**config.mk**
```make
export PLATFORM = sky130hd
export DESIGN_NAME = alu_exec
export DESIGN_NICKNAME = d
export VERILOG_FILES = /design/src/rtl/alu_exec.sv
export SDC_FILE = /design/constraint.sdc
export NUM_CORES = 1
export LEC_CHECK = 0
export CAP_MARGIN = 20
export CORE_MARGIN = 1.5
export CORE_UTILIZATION = 50
export CTS_CLUSTER_DIAMETER = 50
export DETAILED_ROUTE_END_ITERATION = 10
export PLACE_DENSITY = 0.75
export SLEW_MARGIN = 20
export SYNTH_ARGS = -nofsm -noshare
export SYNTH_HDL_FRONTEND = slang
export SYNTH_SLANG_ARGS = --single-unit
```
**constraint.sdc**
```tcl
create_clock -name Clk -period 3.7 [get_ports Clk]
set_input_delay 0.74 -clock Clk [delete_from_list [all_inputs] [get_ports Clk]]
set_output_delay 0.74 -clock Clk [all_outputs]
set_load 0.02 [all_outputs]
```
**src/rtl/alu_exec.sv**
```systemverilog
// Execute-stage ALU: single-cycle ops plus a bit-serial SLL behind a valid/ready handshake.
// Optional signed-overflow output is enabled by defining ALU_OVF_EN.
module alu_exec #(
    parameter int unsigned WIDTH   = 32,
    parameter int unsigned SHAMT_W = 5
) (
    input  logic               Clk,
    input  logic               Rst_n,
    input  logic [2:0]         Ctrl,
    input  logic [WIDTH-1:0]   A,
    input  logic [WIDTH-1:0]   B,
    input  logic [SHAMT_W-1:0] Shamt,
    input  logic               In_valid,
    output logic               In_ready,
    output logic [WIDTH-1:0]   Result,
    output logic               Zero,
    output logic               Out_valid,
    input  logic               Out_ready
`ifdef ALU_OVF_EN
    ,
    output logic               Overflow
`endif
);

    localparam logic [2:0] OP_ADD = 3'b000;
    localparam logic [2:0] OP_LW  = 3'b001;
    localparam logic [2:0] OP_SW  = 3'b010;
    localparam logic [2:0] OP_AND = 3'b011;
    localparam logic [2:0] OP_NOR = 3'b100;
    localparam logic [2:0] OP_SLL = 3'b101;
    localparam logic [2:0] OP_BEQ = 3'b110;
    localparam logic [2:0] OP_SLT = 3'b111;

    typedef enum logic [1:0] {
        IDLE  = 2'b00,
        SHIFT = 2'b01,
        DONE  = 2'b10
    } state_e;

    state_e               state_q, state_d;
    logic [WIDTH-1:0]     shreg_q, shreg_d;
    logic [SHAMT_W-1:0]   cnt_q, cnt_d;
    logic [WIDTH-1:0]     result_q, result_d;
    logic                 zero_q, zero_d;
    logic [WIDTH-1:0]     alu_res;
    logic [WIDTH-1:0]     sum;
    logic [WIDTH-1:0]     diff;
    logic [WIDTH-1:0]     shifted;

`ifdef ALU_OVF_EN
    logic                 ovf_q, ovf_d;
    logic                 alu_ovf;
    logic                 add_ovf;
    logic                 sub_ovf;
`endif

    assign sum     = A + B;
    assign diff    = A - B;
    assign shifted = shreg_q << 1;

    // Single-cycle datapath; its operands are the request being accepted this edge.
    always_comb begin
        alu_res = '0;
        unique case (Ctrl)
            OP_ADD, OP_LW, OP_SW: alu_res = sum;
            OP_AND:               alu_res = A & B;
            OP_NOR:               alu_res = ~(A | B);
            OP_SLL:               alu_res = B << Shamt;
            OP_BEQ:               alu_res = diff;
            OP_SLT:               alu_res = ($signed(A) < $signed(B)) ? WIDTH'(1) : '0;
            default:              alu_res = '0;
        endcase
    end

`ifdef ALU_OVF_EN
    // Signed overflow: operand signs agree (add) or differ (sub) and result sign flips.
    assign add_ovf = (A[WIDTH-1] == B[WIDTH-1]) && (sum[WIDTH-1]  != A[WIDTH-1]);
    assign sub_ovf = (A[WIDTH-1] != B[WIDTH-1]) && (diff[WIDTH-1] != A[WIDTH-1]);

    always_comb begin
        alu_ovf = 1'b0;
        unique case (Ctrl)
            OP_ADD, OP_LW, OP_SW: alu_ovf = add_ovf;
            OP_BEQ:               alu_ovf = sub_ovf;
            default:              alu_ovf = 1'b0;
        endcase
    end
`endif

    // Next-state and datapath register updates.
    always_comb begin
        state_d  = state_q;
        shreg_d  = shreg_q;
        cnt_d    = cnt_q;
        result_d = result_q;
        zero_d   = zero_q;
`ifdef ALU_OVF_EN
        ovf_d    = ovf_q;
`endif
        unique case (state_q)
            IDLE: begin
                if (In_valid) begin
                    if ((Ctrl == OP_SLL) && (Shamt != '0)) begin
                        shreg_d = B;
                        cnt_d   = Shamt;
                        state_d = SHIFT;
                    end else begin
                        result_d = alu_res;
                        zero_d   = (alu_res == '0);
`ifdef ALU_OVF_EN
                        ovf_d    = alu_ovf;
`endif
                        state_d  = DONE;
                    end
                end
            end
            SHIFT: begin
                shreg_d = shifted;
                cnt_d   = cnt_q - SHAMT_W'(1);
                if (cnt_q == SHAMT_W'(1)) begin
                    result_d = shifted;
                    zero_d   = (shifted == '0);
`ifdef ALU_OVF_EN
                    ovf_d    = 1'b0;
`endif
                    state_d  = DONE;
                end
            end
            DONE: begin
                if (Out_ready) begin
                    state_d = IDLE;
                end
            end
            default: state_d = IDLE;
        endcase
    end

    always_ff @(posedge Clk) begin
        if (!Rst_n) begin
            state_q  <= IDLE;
            shreg_q  <= '0;
            cnt_q    <= '0;
            result_q <= '0;
            zero_q   <= 1'b0;
`ifdef ALU_OVF_EN
            ovf_q    <= 1'b0;
`endif
        end else begin
            state_q  <= state_d;
            shreg_q  <= shreg_d;
            cnt_q    <= cnt_d;
            result_q <= result_d;
            zero_q   <= zero_d;
`ifdef ALU_OVF_EN
            ovf_q    <= ovf_d;
`endif
        end
    end

    assign In_ready  = (state_q == IDLE);
    assign Out_valid = (state_q == DONE);
    assign Result    = result_q;
    assign Zero      = zero_q;
`ifdef ALU_OVF_EN
    assign Overflow  = ovf_q;
`endif

endmodule

```
==> flow_metrics.py <==
metrics = {
    "placement": {
        "dp_hpwl_mm": 40.4,
        "place_ws_ps": -877,
        "dpl_cell_area_um2": 14600,
        "portBuffers": 110,
        "gp_congestion": 1.10,
    },
    "finish": {
        "final_util": 0.796,
        "regArea_um2": 1420,
        "most-common-layout-cells": "442 x buf_4, 136 x nand2_1, 100 x nor2_1",
        "nFillCells": 1388,
        "multiInputGateArea_um2": 9010,
        "syn2layout_area_growth_pct": 55.5,
        "fin_nets": 2052,
        "drive_gt1_frac": 0.374,
        "final_cell_area_um2": 16200,
        "layout_commonest_cell": "buf_4",
    },
    "die": {
        "io_pins": 111,
        "die_h_um": 147,
        "dieWidth_um": 147,
        "core_um2": 20300,
        "start_util": 0.512,
        "rows": 52,
        "die_area_um2": 21700,
    },
    "yosys": {
        "synthesis.area_um2": 10400,
        "synth_seq_cells": 71,
        "async_reset_ff_frac": 0,
        "synth_top_area_frac": 0.137,
        "yosys.area.top_type": "dfxtp_1",
        "ys.flop_type": "dfxtp_1",
        "synth_compound_area_frac": 0.330,
        "synthAdderAreaFrac": 0.122,
        "ys_types": 92,
        "synth.area.top_cells": "dfxtp_1 14%, ha_1 12%, nand2_1 5.1%",
        "postSynthCellCount": 1403,
        "synth_enable_flop_cells": 0,
        "ys_seq_area_frac": 0.137,
        "synth-xor-area-share": 0.00758,
        "synth.area.mux_share": 0.0995,
        "yosysWarnings": 0,
        "syn_nets": 1579,
        "yosys.area_share.simple": 0.215,
        "synth_top_family_by_area": "compound AO/OA/AOI/OAI gates",
        "avgSynthCellArea_um2": 7.41,
    },
    "critical_path": {
        "critPathMaxStageDelay_ps": 490,
        "setup.worst_path.start_class": "input pin",
        "cp_max_fo": 7,
        "critical_path_class": "input pin to flip-flop",
        "crit_family": "simple AND/OR/NAND/NOR gates",
        "crit_path_end_kind": "flip-flop",
        "slowest_stage": "clkdlybuf4s50_1",
        "cp_cell_sequence": "clkdlybuf4s50_1, inv_1, ha_4, nor3_1, nand2_1, a21oi_1, nor4_4, buf_4, a221oi_2, o21ai_2, nor3_2, buf_4, and4bb_1, nand4_1, o41ai_2",
        "cp_num_buf_inv": 4,
        "crit_required_ps": 3950,
        "cpMostUsedCell": "buf_4",
        "cp.arrival_ps": 4160,
    },
    "grt": {
        "grt-ovfl-total": 0,
        "grt_util_all_layers": 0.448,
        "antenna_found_initial": 1,
        "grt_max_degree": 72,
        "grt_pass1_vias": 13400,
        "grt_pass1_wl_mm": 75.1,
    },
    "sta": {
        "min_period_ps": 3920,
        "setup_violations": 3,
        "rsz0062_at_grt": "yes",
        "layout_setup_ws_ps": -215,
        "clock.fmax_mhz": 255,
        "final_hold_viol_count": 0,
        "fin_crit_sh": 1.06,
        "maxSlewHeadroom": 0.350,
        "tightest_slew_ps": 970,
        "slew_violations": 0,
        "whs_ps": 519,
        "skew_ps": 5.09,
    },
    "drt": {
        "wire_per_inst_um": 24.3,
        "routed_via_density": 6.58,
        "drtIter0Drc": 1592,
        "ant_nets": 0,
        "wl_mm": 52.3,
        "drc": 0,
        "vias": 14200,
        "drtPass1Iterations": 7,
    },
    "power_and_ir_drop": {
        "p_per_area_nw_per_um2": 263,
        "power_mw": 4.24,
        "leakage_nw": 7.55,
        "irDropWorstVdd_mv": 0.253,
    },
    "status": {
        "violations": "negative setup slack",
        "outcome": "finished, violations left",
    },
    "clock_network": {
        "htree_levels": 3,
        "cts_tree": "yes",
        "clock_sinks": 71,
        "cts_buffers": 9,
        "clk_path_buf_depth": 2,
        "cts_root_buf": "clkbuf_16",
        "clk_latency_ps": 340,
        "cts.reportedPaths.clkPinSlew_ps": 60,
    },
    "run": {
        "drv_cap": 0,
    },
    "worst_hold_path": {
        "hold_path.class": "flip-flop to flip-flop",
    },
}
worst min-delay path: stages (launching register included):
cell,delay [ps]
dfxtp_1,320
o21ai_0,70
a21boi_0,70
layer usage:
layer	GRT usage	vias up	share of wire
li1	-	6193	-
met1	0.553	6637	0.37
met2	0.718	1076	0.44
met3	0.0870	269	0.10
met4	0.281	2	0.079
met5	0	-	0.00025
final timing paths:
kind / from / end / slack, ps / cells past startpoint
worst max-delay path: A[9] / Zero / -220 / 15
worst min-delay path: shreg_q[0] / shreg_q[0] / 520 / 2
worst max register to register: state_q[0] / Zero / 1070 / 11
worst min register to register: shreg_q[0] / shreg_q[0] / 520 / 2
Yosys cell counts (29+ instances only):
| library cell | n |
|---|---|
| nand2_1 | 140 |
| nor2_1 | 109 |
| inv_1 | 100 |
| ha_1 | 98 |
| a21oi_1 | 97 |
| dfxtp_1 | 71 |
| o21ai_0 | 69 |
| clkbuf_1 | 57 |
| o211ai_1 | 50 |
| mux2i_1 | 37 |
| o211a_1 | 35 |
| nor3_1 | 34 |
| nor2b_1 | 33 |
| buf_2 | 29 |
cells by family (layout without fill, tap and decap cells):
logic type / after synthesis / count (layout)
flip-flops: 71 / 71
XOR/XNOR: 9 / 9
buffers and inverters: 208 / 686
adder cells (fa/ha/maj): 100 / 100
AND/OR/NAND/NOR: 457 / 457
other: 0 / 2
multiplexers: 75 / 75
AO/OA/AOI/OAI: 483 / 483
report_power, final:
part / switching (mW) / internal, mW / total [mW]
Clock: 0.357 / 0.591 / 0.948
Sequential: 0.0425 / 0.818 / 0.860
Combinational: 1.30 / 1.13 / 2.44
flip-flops by register name, indices dropped and copies added, names as in the netlist:
name,count
shreg_q,31
Zero,1
Result,32
cnt_q,5
state_q,2
metrics by stage:
stage	cells	TNS (ps)
5_1_grt	2151	-647
2_1_floorplan	1403	0
4_1_cts	2134	-96.9
3_5_place_dp	2108	-12690
3_3_place_gp	2108	-11800
6_report	2153	-371
cell type report:
| cell class | instances | share of cell area |
|---|---|---|
| clock inverters | 7 | 0.00596 |
| repair buffers | 568 | 0.290 |
| flip-flops and latches | 71 | 0.0879 |
| inverters | 102 | 0.0237 |
| multi-input cells | 1124 | 0.557 |
| diodes | 2 | 0.000310 |
| well taps | 270 | 0.0209 |
| clock buffers | 9 | 0.0139 |
timing repair:
| action | in CTS | in global routing |
|---|---|---|
| resized for setup | 71 | 177 |
| endpoints found under the setup margin | 19 | 19 |
| pin swaps | 25 | 60 |
| hold buffers | 0 | 0 |
| buffers inserted | 10 | 18 |
No activity file was read; power rests on OpenSTA's default activity.
